==> config.mk <==
export PLATFORM = sky130hd
export DESIGN_NAME = mem_stream_reader
export DESIGN_NICKNAME = d
export VERILOG_FILES = /design/src/rtl/mem_stream_reader.sv
export SDC_FILE = /design/constraint.sdc
export NUM_CORES = 1
export LEC_CHECK = 0
export CELL_PAD_IN_SITES_DETAIL_PLACEMENT = 0
export CELL_PAD_IN_SITES_GLOBAL_PLACEMENT = 1
export CORE_AREA = 2 2 124 126
export CTS_BUF_LIST = sky130_fd_sc_hd__clkbuf_16
export CTS_CLUSTER_SIZE = 8
export DETAILED_ROUTE_END_ITERATION = 7
export DIE_AREA = 0 0 126 128
export PLACE_DENSITY_LB_ADDON = 0.1
export SYNTH_ARGS = -nofsm -noshare
export SYNTH_HDL_FRONTEND = slang
export SYNTH_SLANG_ARGS = --single-unit
==> constraint.sdc <==
create_clock -name clk -period 2.6 [get_ports clk]
set_input_delay 0.39 -clock clk [delete_from_list [all_inputs] [get_ports clk]]
set_output_delay 0.39 -clock clk [all_outputs]
set_load 0.02 [all_outputs]
==> src/rtl/mem_stream_reader.sv <==
// mem_stream_reader: streams one pass of a local memory, addressed by an external up_counter.
// Ports:
//   clk, reset (async, active-low)        clock and reset
//   start                                  request one pass (sampled in IDLE only)
//   addr / cnt_en / cnt_clr                counter value in, advance enable out, sync clear out
//   wr_en / wr_addr / wr_data              memory load port
//   m_data / m_valid / m_last / m_ready    output stream
//   m_par                                  XOR of m_data qualified by m_valid (MEM_STREAM_READER_PARITY_EN only)
//   busy / done                            busy outside IDLE; one-cycle done at the end of a pass
// Optional feature macro: MEM_STREAM_READER_PARITY_EN
module mem_stream_reader #(
  parameter int ADDR_W   = 4,
  parameter int DATA_W   = 8,
  parameter int TERM_CNT = 2**ADDR_W-1
) (
  input  logic              clk,
  input  logic              reset,
  input  logic              start,
  input  logic [ADDR_W-1:0] addr,
  output logic              cnt_en,
  output logic              cnt_clr,
  input  logic              wr_en,
  input  logic [ADDR_W-1:0] wr_addr,
  input  logic [DATA_W-1:0] wr_data,
  output logic [DATA_W-1:0] m_data,
  output logic              m_valid,
  output logic              m_last,
  input  logic              m_ready,
`ifdef MEM_STREAM_READER_PARITY_EN
  output logic              m_par,
`endif
  output logic              busy,
  output logic              done
);
  localparam logic [ADDR_W-1:0] TERM = TERM_CNT[ADDR_W-1:0];
  typedef enum logic [1:0] {IDLE, CLEAR, READ, DRAIN} state_t;
  state_t state, nxt;
  logic [DATA_W-1:0] mem [2**ADDR_W];
  logic [DATA_W-1:0] rd_data;
  logic rd_vld, rd_last, pop;
  logic [1:0] occ;
  // output buffer entries hold {last, data}; b0 is the head driving the stream
  logic [DATA_W:0] b0, b1;
  assign m_valid = occ != 2'd0;
  assign m_data  = b0[DATA_W-1:0];
  assign m_last  = m_valid & b0[DATA_W];
  assign pop     = m_valid & m_ready;
  // issue only while buffer words plus the in-flight read stay under 2; a word
  // leaving this cycle frees its slot, which sustains one word per cycle
  assign cnt_en  = state == READ && (occ == 2'd0 || (occ == 2'd1 && (!rd_vld || pop)));
`ifdef MEM_STREAM_READER_PARITY_EN
  assign m_par = m_valid & ^m_data;
`endif
  always_comb
    nxt = state == IDLE  ? (start ? CLEAR : IDLE) :
          state == CLEAR ? READ :
          state == READ  ? (cnt_en && addr == TERM ? DRAIN : READ) :
                           (pop && m_last ? IDLE : DRAIN);
  // memory is never reset; nonblocking read gives old data on a same-address write
  always_ff @(posedge clk) begin
    if (wr_en) mem[wr_addr] <= wr_data;
    if (cnt_en) rd_data <= mem[addr];
  end
  always_ff @(posedge clk or negedge reset) begin
    if (!reset) begin
      state   <= IDLE;
      cnt_clr <= 1'b0;
      busy    <= 1'b0;
      done    <= 1'b0;
      rd_vld  <= 1'b0;
      rd_last <= 1'b0;
      occ     <= 2'd0;
      b0      <= '0;
      b1      <= '0;
    end else begin
      state   <= nxt;
      cnt_clr <= state == IDLE && start;
      busy    <= nxt != IDLE;
      done    <= state == DRAIN && nxt == IDLE;
      rd_vld  <= cnt_en;
      rd_last <= cnt_en && addr == TERM;
      occ     <= occ + {1'b0, rd_vld} - {1'b0, pop};
      if (rd_vld && (occ == 2'd0 || (occ == 2'd1 && pop))) b0 <= {rd_last, rd_data};
      else if (pop) b0 <= b1;
      if (rd_vld && (occ == 2'd2 || (occ == 2'd1 && !pop))) b1 <= {rd_last, rd_data};
    end
  end
endmodule
==> results.md <==
* Post-CTS Hold Buffers at 0
* Vias in the first global route at 3,208
* Setup bufs post-CTS at 0
* Critical Path Max Stage Delay at 660 ps
* First-pass GRT wire length at 19.08 mm
* Most common cell in the synthesized netlist: edfxtp_1
* Synthesized flop and latch total at 163
* H-tree levels at 4
* Final Skew at 4.723 ps
* PortBufs at 34
* Die height at 128 um
* Relative slew slack at 52.44%
* Commonest cells in the synthesized netlist: edfxtp_1, mux2i_1, dfrtp_1, nor2_1, mux4_2
* Clk root buf: clkbuf_16
* FP Rows at 45
* RSZ-0062 raised after global routing: false
* Skew-Pair Late Insertion Delay at 420 ps
* DRC at 0
* Overall Power at 6.853 mW
* CTS sink cnt at 163
* Static Leakage at 2.688 nW
* Area leader, netlist: edfxtp_1
* IO Pins at 35
* Via count at 3,160
* Post-DRT Antenna Nets at 0
* Core Box Area at 0.01486 sq mm
* Adder and majority gate portion of the synthesized area at 0.3845%
* Worst Setup End Kind: output pin
* Mux cell area share after synthesis at 15.46%
* Xor and xnor area share after synthesis at 0.2692%
* Final WL at 12.13 mm
* Maximum clock frequency at 408.5 MHz
* Mapped Cells at 349
* Worst-Margin Slew at 711.2 ps
* Cells after DPL at 570
* Crit path launch type: flip-flop
* Worst EP required at 2210 ps
* Fill count at 1,205
* Max-slew violation count at 0
* CTS Buf Count at 17
* Initial Utilization at 43.78%
* Initial antenna violation count at 0
* CP arrival at 2060 ps
* Post-Synth Simple-Gate Area at 3.672%
* Mapped Area at 0.006507 sq mm
* GRT overflow at 0
* Area growth, synth to finish at 18.48%
* Synth top area share at 62.76%
* Fin nets at 424
* Synth Area in Compound Gates at 4.134%
* Layout cells sized above 1 at 20.53%
* CP bufs+invs at 1
* GRT Total Usage at 16.41%
* Final Wtd Congestion at 0.7486
* Crit path kind: flip-flop to output pin
* R2R depth at 5
* Place WS at 193.2 ps
* Worst r2r src: occ[0]
* Clk slew on worst S/H paths at 60 ps
* HPWL after DPL at 7.987 mm
* Synth warn at 0
* Seq/Total Area, Yosys at 73.14%
* Post-route clock period utilization at 94.16%
* DR iter-0 viols at 199
* Post_cts resized at 0
* R2r endpoint: state[0]
* Post-synth EDFFs at 136
* Non-filler cells, final at 602
* Placed Area at 0.007096 sq mm
* Die area at 0.01613 sq mm
* Status: finished, final reports clean
* CP max stage cell: clkdlybuf4s50_1
* Hold Violations, Final at 0
* # diodes at 0
* DR WL/cell at 20.14 um
* CTS tree: yes
* Final worst slack at 151.9 ps
* Die width at 126 um
* Bufs on Longest Clock Path at 2
* Post-synth ARST share at 16.56%
* Max_cap viols at 0
* Max FO, Critical Path at 5
* Syn nets at 372
* Ranking of synthesized cells by area: edfxtp_1, dfrtp_1, mux4_2
* Avg Cell Area, Syn at 18.65 sq um
* Prevailing post-synth register cell: edfxtp_1
* Worst R2R Setup Slack at 930 ps
* Delay-heaviest family, CP: buffers and inverters
* Largest family of logic cells by synthesized area: multiplexers
* Distinct cells, synth at 37
* Largest net degree at the start of global routing at 42
* Fin crit period at 2448 ps
* Worst path cell trace: nor2b_2 -> a2111oi_4 -> clkdlybuf4s50_1
* Worst hold path type: input pin to asynchronous set/reset pin
* Fin area at 0.007710 sq mm
* TNS Setup at 0 ps
* Peak supply drop at 439.6 uV
* Vias per cell at 5.249
* Power density cells at 888.9 mW/mm^2
* Pre-Repair DR Iteration Count at 4
* Final setup viols at 0
==> worst max path at each step <==
stage,start,to,slack [ps],cells past startpoint
2_1_floorplan,wr_addr[2],mem[0][0],720,2
3_3_place_gp,m_ready,cnt_en,220,4
3_5_place_dp,m_ready,cnt_en,190,4
4_1_cts,occ[0],cnt_en,120,3
5_1_grt,occ[0],cnt_en,80,3
6_report,occ[0],cnt_en,150,3
==> final cells by class <==
type                            instances  area [sq um]  share of cell area (%)
Timing Repair Buffer                   56         525.5                   6.816
Clock buffer                           17         425.4                   5.518
Tap cell                              188         235.2                   3.051
Sequential cell                       163          4760                   61.73
Clock inverter                         15         188.9                   2.451
Multi-Input combinational cell        158          1556                   20.19
Inverter                                5         18.77                  0.2434
==> per-layer routing <==
metal | global-route usage [%] | vias to the layer above | wire length (um) | share of wire [%]
li1 | - | 1488 | - | -
met5 | 0 | - | 0 | 0
met4 | 6.787 | 0 | 232 | 1.9
met2 | 27.01 | 61 | 6072 | 50
met1 | 21.22 | 1592 | 5404 | 45
met3 | 3.798 | 19 | 416 | 3.4
==> kinds of logic (layout without fill, tap and decap cells) <==
kind of cell	count (synthesis)	count (layout)
buffers and inverters	28	93
XOR/XNOR	2	2
multiplexers	67	67
flip-flops	163	163
AND/OR/NAND/NOR	50	50
adder cells (fa/ha/maj)	2	2
AO/OA/AOI/OAI	37	37
==> registers in the layout, summed over array words and instances (netlist names) <==
signal	count
rd_vld	1
rd_data	8
b0	9
done	1
occ	2
b1	9
rd_last	1
mem	128
state	2
busy	1
cnt_clr	1
==> layout by cell type, fill, tap and decap left out, types with 2 or more instances in the layout <==
cell type          n
mux4_1             6
edfxtp_1         136
nor2_1            19
mux4_2            18
nor3_1             5
o21ai_0            6
nand2_1           12
clkinv_2           3
buf_4             20
inv_1              5
clkdlybuf4s50_1   33
xnor2_1            2
clkbuf_16         17
clkinv_1           3
clkinv_4           3
o21ai_1           11
bufinv_16          4
mux2i_1           33
nand2b_1           2
nand3b_1           2
and2_1             3
a32oi_1            8
buf_12             2
a22oi_1            8
mux2_2            10
dfrtp_1           27
ha_1               2
==> metrics by stage <==
stage	utilization [%]	hold slack, ps
3_5_place_dp	47.74	469.0
6_report	51.87	343.1
3_3_place_gp	47.74	460.9
2_1_floorplan	-	94.41
4_1_cts	51.87	338.1
5_1_grt	51.87	365.5
==> report_power, final <==
group          switching, mW  internal (mW)  leakage, nW  total [mW]
registers              0.153           3.11         1.56        3.27
clock network          0.979           1.60        0.299        2.58
logic                  0.508          0.502        0.829        1.01
No activity file was read; power rests on OpenSTA's default activity.
